### src/rtl/clk_divider_mc.sv
// clk_divider_mc: multi-channel programmable clock divider.
// Each channel produces a 50% duty square wave with a half-period of n_act+1
// input cycles, a one-cycle strobe on every rising edge, and a RUN indicator.
// A new divisor is loaded only at a period boundary, so no runt pulses occur.
// Optional feature macro: CLKDIV_SYNC_EN adds the I_SYNC phase-align input.
module clk_divider_mc #(
    parameter int NCH   = 4,
    parameter int WIDTH = 32
) (
    input  logic               I_CLK,
    input  logic               I_RST,
    input  logic [NCH*WIDTH-1:0] I_N,
    input  logic [NCH-1:0]     I_EN,
`ifdef CLKDIV_SYNC_EN
    input  logic               I_SYNC,
`endif
    output logic [NCH-1:0]     O_CLK,
    output logic [NCH-1:0]     O_TICK,
    output logic [NCH-1:0]     O_RUN
);

    typedef enum logic {
        IDLE = 1'b0,
        RUN  = 1'b1
    } state_t;

    for (genvar i = 0; i < NCH; i++) begin : gen_ch
        state_t             state, state_nxt;
        logic [WIDTH-1:0]   cnt, cnt_nxt;
        logic [WIDTH-1:0]   n_act, n_act_nxt;
        logic               clk_q, clk_nxt;
        logic               tick_q, tick_nxt;
        logic [WIDTH-1:0]   n_in;
        logic               en;

        assign n_in = I_N[i*WIDTH +: WIDTH];
        assign en   = I_EN[i];

        // Next-state logic: counting, edge generation and boundary-only divisor reload
        always_comb begin
            state_nxt = state;
            cnt_nxt   = cnt;
            n_act_nxt = n_act;
            clk_nxt   = clk_q;
            tick_nxt  = 1'b0;
            case (state)
                IDLE: begin
                    cnt_nxt = '0;
                    clk_nxt = 1'b0;
                    if (en) begin
                        state_nxt = RUN;
                        n_act_nxt = n_in;
                    end
                end
                RUN: begin
`ifdef CLKDIV_SYNC_EN
                    // Phase alignment restarts the period from the low phase,
                    // deliberately allowed to cut a high phase short.
                    if (I_SYNC) begin
                        cnt_nxt   = '0;
                        clk_nxt   = 1'b0;
                        n_act_nxt = n_in;
                        if (!en) begin
                            state_nxt = IDLE;
                        end
                    end else
`endif
                    if (!clk_q && !en) begin
                        // Stopping in the low phase cannot truncate a pulse.
                        state_nxt = IDLE;
                        cnt_nxt   = '0;
                    end else if (cnt != n_act) begin
                        cnt_nxt = cnt + WIDTH'(1);
                    end else if (!clk_q) begin
                        clk_nxt  = 1'b1;
                        tick_nxt = 1'b1;
                        cnt_nxt  = '0;
                    end else begin
                        // Period end: the only point where the divisor may change
                        // and where a pending disable may take effect.
                        clk_nxt   = 1'b0;
                        cnt_nxt   = '0;
                        n_act_nxt = n_in;
                        if (!en) begin
                            state_nxt = IDLE;
                        end
                    end
                end
                default: begin
                    state_nxt = IDLE;
                    cnt_nxt   = '0;
                    clk_nxt   = 1'b0;
                end
            endcase
        end

        // Channel state register with synchronous reset
        always_ff @(posedge I_CLK) begin
            if (I_RST) begin
                state  <= IDLE;
                cnt    <= '0;
                n_act  <= '0;
                clk_q  <= 1'b0;
                tick_q <= 1'b0;
            end else begin
                state  <= state_nxt;
                cnt    <= cnt_nxt;
                n_act  <= n_act_nxt;
                clk_q  <= clk_nxt;
                tick_q <= tick_nxt;
            end
        end

        assign O_CLK[i]  = clk_q;
        assign O_TICK[i] = tick_q;
        assign O_RUN[i]  = (state == RUN);
    end

endmodule

### config.mk
export PLATFORM = sky130hd
export DESIGN_NAME = clk_divider_mc
export DESIGN_NICKNAME = d
export VERILOG_FILES = /design/src/rtl/clk_divider_mc.sv
export SDC_FILE = /design/constraint.sdc
export NUM_CORES = 1
export LEC_CHECK = 0
export CAP_MARGIN = 10
export CORE_UTILIZATION = 45
export CTS_BUF_LIST = sky130_fd_sc_hd__clkbuf_8
export DETAILED_ROUTE_END_ITERATION = 6
export GPL_TIMING_DRIVEN = 0
export PLACE_DENSITY = 0.62
export SKIP_CTS_REPAIR_TIMING = 1
export SLEW_MARGIN = 25
export SYNTH_ARGS = -nofsm -noshare
export SYNTH_HDL_FRONTEND = slang
export SYNTH_SLANG_ARGS = --single-unit
export TNS_END_PERCENT = 5
### constraint.sdc
create_clock -name I_CLK -period 2.3 [get_ports I_CLK]
set_input_delay 0.23 -clock I_CLK [delete_from_list [all_inputs] [get_ports I_CLK]]
set_output_delay 0.23 -clock I_CLK [all_outputs]
set_load 0.005 [all_outputs]
== Word-level counts from Yosys, hierarchy flattened ==
Cells that the tools add are included.
Storage, ports and cells
  bits in registers: 268
  input port bits: 134
  output and inout bits: 12
Cells by class
  add/subtract/negate cells: 4
  equal/unequal tests: 20
  multiplexer cells: 68
  bitwise operators: 4
  reduce and logical (&&, ||, !) cells: 24
Operators with widths (count)
  32-bit two-way mux: 24
  32-bit one-hot mux with 2 select lines: 8
  32-bit by 1-bit adder with 32-bit output, second input constant: 4
  32-bit inequality test: 4
  1-bit two-way mux: 28
  2-bit inequality test, second input constant: 12
  1-bit one-hot mux with 2 select lines: 8
  4-bit AND reduction: 4
  4-bit OR reduction: 4
  1-bit zero test: 8
  2-bit by 1-bit inequality test with 1-bit output, second input constant: 4
  2-bit AND reduction: 4
  1-bit logical AND: 4
  1-bit NOT: 4

== Longest topological paths before layout ==
Gate-level depths: netlist (run 1).
  depth in word-level cells: 5
  depth in mapped cells: 8
  depth with buffers taken out: 6

== Least setup slack after synthesis (run 1) ==
Ideal clock, no wire load.
  path type: reg-to-reg
  from: reg gen_ch[0].cnt[0]
  to: reg gen_ch[0].cnt[28]
  library setup time: 0.070 ns
  data arrival time: 1.765 ns
  slack: 0.465 ns
  stages on the path, launching flop included: 9
  path buffers: 2
  period minus slack after synthesis: 1.835 ns
  cell sequence: dfxtp_1 > ha_1 > and2_1 > clkbuf_1 > and3_1 > clkbuf_1 > nand2_1 > or3_1 > a21oi_1
Between the ends
  word-level cells in the longest chain between the ends: 4
  elaborated cells between the ends (all ways): 5
RTL lines
  start: declaration: line 29  | logic [WIDTH-1:0] cnt, cnt_nxt;
  start signal: assignment: line 107  | cnt <= cnt_nxt;
  32-bit by 1-bit adder with 32-bit output / 32-bit inequality test (equally long branches): line 73, 72
  32-bit two-way mux (*): line 72  | end else if (cnt != n_act) begin
  32-bit two-way mux (*): line 68  | if (!clk_q && !en) begin
  32-bit one-hot mux with 2 select lines (*): line 46  | case (state)
Every way passes the cells marked *; elsewhere a longest branch is shown, timed or not.
A chain may end at the register's enable or synchronous reset.

== Final worst setup path (run 1) ==
  from: reg gen_ch[0].cnt[23]
  to: reg gen_ch[0].cnt[23]
Same word-level chain as after synthesis.

==> results.json, run 1 <==
{
  "grt_util_all_layers_pct": 28.3,
  "synth_area_um2": 15000,
  "synth_edf_count": 0,
  "drt-total-wl_mm": 49.0,
  "leakage_nw": 6.46,
  "firstDrtPassIters": 5,
  "cp_slowest_cell": "dfxtp_1",
  "cts_buffers": 50,
  "io_pins": 146,
  "run_status": "completed",
  "multi_input_area_um2": 8980,
  "tns_ns": 0,
  "gp_congestion": 0.881,
  "path_clk_slew_ns": 0.06,
  "syn_inst": 1771,
  "drt_iter0_drc": 1090,
  "first_global_vias": 14100,
  "critical_path_buf_inv_count": 1,
  "grt_overflow": 0,
  "ys_ff_latch": 268,
  "diodes": 0,
  "fp.dieH_um": 185,
  "relSlewSlack_pct": 36.5,
  "clkLatencyLatePin_ns": 0.58,
  "synth.distinct_cells": 44,
  "drc": 0,
  "ys_seq_area_share_pct": 35.8,
  "die-area_um2": 34100,
  "clock_sinks": 268,
  "syn2layout_area_growth_pct": 21.3,
  "layout_commonest_cell": "dfxtp_1",
  "worst-setup-path-type": "flip-flop to flip-flop",
  "ant_nets": 0,
  "portBuffers": 144,
  "skew_ns": 0.0226,
  "end_kind": "flip-flop",
  "die_w_um": 185,
  "vias": 14900,
  "met1Wirelength_mm": 22.6,
  "final_nets": 2111,
  "worst_pin_slew_ns": 0.946,
  "htree_levels": 2,
  "fmax_mhz": 444,
  "layout_common_cells": "dfxtp_1, xor2_1, nand2_1",
  "rsz0062_at_grt": "yes",
  "cts-root-buf": "clkbuf_8",
  "clk_path_buf_depth": 3,
  "ys.flop_type": "dfxtp_1",
  "path_cells": "xor2_1, nor4_1, nand4_1, o21ai_1, buf_2, nor2_1",
  "start_kind": "flip-flop",
  "core_area_um2": 32700,
  "wl_met2_mm": 22.0,
  "max_stage_delay_ns": 0.45,
  "min_path_type": "input port to flip-flop",
  "ys_async_sr_fraction_pct": 0,
  "powerDensity_nw_per_um2": 637,
  "dp_hpwl_mm": 34.7,
  "num-fill-cells": 3106,
  "row_count": 66,
  "grt_pass1_wl_mm": 76.5,
  "min_period_over_period_pct": 97.9,
  "grt_max_degree": 13,
  "synth_area_per_cell_um2": 8.47,
  "drive_above_1_share_pct": 8.76,
  "cts_tree": "built",
  "synth_warnings": 0,
  "wl_per_cell_um": 20.0,
  "drv_slew": 0,
  "path_delay_family": "simple AND/OR/NAND/NOR gates",
  "routed-wl-met3_mm": 2.95,
  "worstPathRequired_ns": 2.75,
  "regArea_um2": 5370,
  "period_minus_slack_ns": 2.25,
  "hold_viol_final": 0,
  "antenna_found_initial": 0,
  "cp.arrival_ns": 2.70,
  "cap_viol_max_count": 0,
  "start_util_pct": 45.9,
  "maxUsedRoutingLayer": "met4",
  "peakVddDrop_mv": 0.396,
  "utilization_pct": 55.7,
  "path_max_fanout": 10,
  "finalSetupViolCount": 0,
  "via_per_inst": 6.06,
  "syn_nets": 1909
}
==> routing by layer <==
layer	vias up	global-route usage, %
met2	543	44.8
met1	7171	38.6
met5	-	0
met3	101	4.43
met4	0	10.6
li1	7040	-
==> path summary, 6_finish.rpt <==
kind,to,start,cells past startpoint,slack (ns)
setup / recovery,gen_ch[0].cnt[23]$_SDFF_PP0_,gen_ch[0].cnt[23]$_SDFF_PP0_,6,0.05
hold / removal,gen_ch[2].n_act[10]$_SDFFE_PP0P_,I_N[74],3,0.25
setup reg to reg,gen_ch[0].cnt[23]$_SDFF_PP0_,gen_ch[0].cnt[23]$_SDFF_PP0_,6,0.05
hold reg to reg,gen_ch[0].cnt[0]$_SDFF_PP0_,gen_ch[0].cnt[0]$_SDFF_PP0_,1,0.47
==> cells by family (layout without fill, tap and decap cells) <==
kind of cell	Yosys count	after routing	share of synthesized area, %
xor+xnor	242	242	14.1
simple gates	662	662	24.3
fa+ha+maj	4	4	0.334
buf+inv	179	418	5.10
compound gates	416	416	20.4
flops	268	268	35.8
==> tightest hold or removal path: cells and delay by family <==
kind                   cells  cell delay [ns]
AOI/OAI and AO/OA          1             0.07
buffers and inverters      1             0.42
and+or+nand+nor            1             0.06
==> per-stage QoR <==
| stage | hold slack (ns) | setup slack, ns | instances | cell area, um^2 | total power, mW |
|---|---|---|---|---|---|
| 3_5_place_dp | 0.467 | -0.515 | 2357 | 17000 | 6.81 |
| 3_3_place_gp | 0.463 | -0.482 | 2357 | 17000 | 6.78 |
| 6_report | 0.251 | 0.0472 | 2452 | 18200 | 11.6 |
| 2_1_floorplan | 0.392 | 0.465 | 1771 | 15000 | 6.13 |
| 5_1_grt | 0.256 | -0.140 | 2452 | 18200 | 12.1 |
| 4_1_cts | 0.228 | -0.145 | 2446 | 18000 | 11.6 |
==> sequential cells by signal (all words and copies together), names as in the netlist <==
register       count
gen_ch.tick_q      4
gen_ch.cnt       128
gen_ch.n_act     128
gen_ch.clk_q       4
gen_ch.state       4
==> report_power, final <==
part,switching [mW],internal [mW],total [mW]
logic,0.859,0.774,1.63
registers,0.225,4.93,5.15
clock network,2.14,2.68,4.82
total,3.22,8.38,11.6
==> synthesized netlist by cell type (2+ instances only) <==
cell | n | area [um^2]
buf_2 | 31 | 155
o311ai_0 | 16 | 140
nor4_2 | 8 | 100
xor2_1 | 218 | 1910
or4_1 | 5 | 37.5
nor2_1 | 147 | 552
buf_4 | 12 | 90.1
nor3b_1 | 128 | 961
a21o_1 | 4 | 30.0
nand4_2 | 3 | 37.5
nand3_1 | 54 | 270
xnor2_1 | 24 | 210
a21oi_1 | 13 | 65.1
nand4_1 | 47 | 294
and3_1 | 21 | 131
nor4_1 | 30 | 188
clkbuf_1 | 124 | 465
dfxtp_1 | 268 | 5370
and4bb_2 | 2 | 25.0
nand2_1 | 171 | 642
ha_1 | 4 | 50.1
inv_1 | 8 | 30.0
and4_1 | 20 | 175
nand4b_1 | 3 | 26.3
a32oi_1 | 128 | 1120
o21ai_0 | 137 | 686
o311ai_1 | 112 | 981
or3_1 | 6 | 37.5
nor4_4 | 2 | 42.5
nor3_2 | 2 | 20.0
nor3_1 | 2 | 10.0
clkbuf_2 | 2 | 10.0
o21ai_1 | 4 | 20.0
and2_1 | 5 | 31.3
==> layout make-up <==
type,count,area share (%)
Tap cell,442,3.04
Sequential cell,268,29.5
Clock buffer,70,5.29
Buffer,170,4.06
Clock inverter,19,0.454
Multi-Input combinational cell,1324,49.3
Timing Repair Buffer,150,8.17
Inverter,9,0.186
Note: power is estimated with default switching activity, not from simulation.
==> inputs of run 2 (changes only) <==
--- a/config.mk
+++ b/config.mk
@@ -10,7 +10,7 @@
 export CTS_BUF_LIST = sky130_fd_sc_hd__clkbuf_8
 export DETAILED_ROUTE_END_ITERATION = 6
 export GPL_TIMING_DRIVEN = 0
-export PLACE_DENSITY = 0.62
+export PLACE_DENSITY = 0.65
 export SKIP_CTS_REPAIR_TIMING = 1
 export SLEW_MARGIN = 25
 export SYNTH_ARGS = -nofsm -noshare
==> constraint.sdc (replaced) <==
create_clock -name I_CLK -period 2 [get_ports I_CLK]
set_input_delay 0.2 -clock I_CLK [delete_from_list [all_inputs] [get_ports I_CLK]]
set_output_delay 0.2 -clock I_CLK [all_outputs]
set_load 0.005 [all_outputs]
==> run 2 against run 1 <==
Net effect:
- the run now ends with DRC, setup timing left
- sequential share of layout area shrank 0.15 points
- clock power grew 4%
- total power grew 11%
- clock skew grew 0.0087 ns
- non-clock buffer count grew 5
- utilization grew 0.45 points
- first-iteration DRC count grew 21%
- flip-flop and latch count is the same
- fmax grew 5.4%
- critical path depth is the same
==> results.json, run 2 (synthesized netlist as in run 1, its figures left out) <==
{
  "r2r_cells": 6,
  "core_area_um2": 32700,
  "fmax_mhz": 468,
  "drt_iter0_drc": 1319,
  "holdPathEnd": "gen_ch[1].n_act[25]$_SDFFE_PP0P_",
  "cap_viol_max_count": 0,
  "rsz0062_at_grt": "yes",
  "wl_per_cell_um": 20.1,
  "htree_levels": 2,
  "drc": 1,
  "path_clk_slew_ns": 0.06,
  "cp_slowest_cell": "nor4_2",
  "path_max_fanout": 10,
  "cp.arrival_ns": 2.60,
  "syn2layout_area_growth_pct": 22.3,
  "placed_cells": 2357,
  "min_from": "I_N[57]",
  "path_delay_family": "simple AND/OR/NAND/NOR gates",
  "row_count": 66,
  "leakage_nw": 6.55,
  "final_nets": 2114,
  "first_global_vias": 14300,
  "grt_max_degree": 13,
  "grt_overflow": 0,
  "dp_hpwl_mm": 34.6,
  "start_util_pct": 45.9,
  "ant_nets": 0,
  "gp_congestion": 0.882,
  "cts_tree": "built",
  "top_regs": "gen_ch.cnt (128), gen_ch.n_act (128)",
  "die_w_um": 185,
  "tns_ns": -5.22,
  "antenna_found_initial": 1,
  "start_kind": "flip-flop",
  "drive_above_1_share_pct": 10.9,
  "utilization_pct": 56.1,
  "r2r-start": "gen_ch[0].n_act[13]$_SDFFE_PP0P_",
  "min_path_type": "input port to flip-flop",
  "power.total_mw": 12.9,
  "end_kind": "flip-flop",
  "min_period_over_period_pct": 107,
  "cts-root-buf": "clkbuf_8",
  "setup_slack_ns": -0.136,
  "worst-setup-path-type": "flip-flop to flip-flop",
  "layout_common_cells": "dfxtp_1, xor2_1, nand2_1",
  "num-fill-cells": 3042,
  "fp.dieH_um": 185,
  "max_stage_delay_ns": 0.45,
  "die-area_um2": 34100,
  "powerDensity_nw_per_um2": 702,
  "rrSetupSlack_ns": -0.14,
  "finalSetupViolCount": 112,
  "hold-worst-slack_ns": 0.220,
  "clk_path_buf_depth": 3,
  "firstDrtPassIters": 7,
  "io_pins": 146,
  "hold_depth": 3,
  "drt-total-wl_mm": 49.3,
  "critical_path_buf_inv_count": 1,
  "via_per_inst": 6.17,
  "skew_ns": 0.0313,
  "layout_commonest_cell": "dfxtp_1",
  "relSlewSlack_pct": 37.5,
  "violations": "DRC, setup timing",
  "portBuffers": 144,
  "drv_slew": 0,
  "grt_util_all_layers_pct": 28.0,
  "clkLatencyLatePin_ns": 0.59,
  "hold_viol_final": 0,
  "grt_pass1_wl_mm": 76.2,
  "worstPathRequired_ns": 2.46,
  "worst_pin_slew_ns": 0.938,
  "cts_buffers": 48,
  "instances_no_fill": 2452,
  "clock_sinks": 268,
  "path_cells": "xor2_1, nor4_2, and4_1, nand2_1, buf_2, o311ai_1",
  "peakVddDrop_mv": 0.404,
  "rr_endpoint": "gen_ch[0].n_act[6]$_SDFFE_PP0P_",
  "period_minus_slack_ns": 2.14,
  "run_status": "complete, but fails checks",
  "vias": 15100
}
==> run 2: cell types whose count changed in the layout (fill, tap and decap cells not counted), moves of 8 or more <==
cell | before | now
nor4_1 | 16 | 4
buf_2 | 32 | 20
o21ai_0 | 137 | 127
buf_4 | 18 | 30
clkbuf_2 | 7 | 17
dfxtp_2 | 0 | 13
inv_1 | 20 | 29
o21ai_1 | 2 | 10
dfxtp_1 | 268 | 255
nor4_2 | 21 | 32
clkbuf_8 | 70 | 60
clkbuf_1 | 118 | 105
==> run 2: power by group <==
group / switching, mW / internal (mW) / total, mW
clock network: 2.33 / 2.67 / 5.00
registers: 0.251 / 5.67 / 5.92
logic: 1.04 / 0.923 / 1.96
total: 3.62 / 9.26 / 12.9
==> run 2: how the worst max path moves through the flow <==
stage | start | endpoint | cells after the start
final | gen_ch[0].n_act[13]$_SDFFE_PP0P_ | gen_ch[0].n_act[6]$_SDFFE_PP0P_ | 6
after detailed placement | I_RST | gen_ch[1].n_act[31]$_SDFFE_PP0P_ | 6
after floorplan | gen_ch[0].cnt[0]$_SDFF_PP0_ | gen_ch[0].cnt[28]$_SDFF_PP0_ | 8
after global routing | gen_ch[2].cnt[3]$_SDFF_PP0_ | gen_ch[2].n_act[20]$_SDFFE_PP0P_ | 7
after global placement | I_RST | gen_ch[1].n_act[1]$_SDFFE_PP0P_ | 6
after CTS | gen_ch[3].cnt[20]$_SDFF_PP0_ | gen_ch[3].cnt[31]$_SDFF_PP0_ | 6
==> run 2: through the flow <==
step	setup slack, ns	cell area (um^2)
6_report	-0.136	18400
5_1_grt	-0.218	18400
4_1_cts	-0.547	17900
3_5_place_dp	-0.715	17000
3_3_place_gp	-0.703	17000
2_1_floorplan	0.165	15000
==> run 2: metal layers <==
layer	wire length [um]	vias up	global-route usage, %	share of wire [%]
li1	-	7055	-	-
met1	21700	7312	38.1	44
met2	22800	644	45.3	46
met3	3380	106	3.75	6.9
met4	1360	0	9.90	2.8
met5	0	-	0	0
==> run 2: final cells by class <==
cell class,instances,area (um^2),area share [%]
timing repair buffer,156,1530,8.35
antenna,1,2.50,0.0136
clock inverter,23,93.8,0.511
tap,442,553,3.01
buffer,169,786,4.28
multi-input combinational,1324,9140,49.8
sequential,268,5380,29.3
clock buffer,60,826,4.50
inverter,9,33.8,0.184
==> run 2: worst register-to-register path, cell delays in order, from the launching register on <==
cell and delay, ns:
dfxtp_1 0.33, xor2_1 0.19, nor4_2 0.45, and4_1 0.30
nand2_1 0.18, buf_2 0.26, o311ai_1 0.32
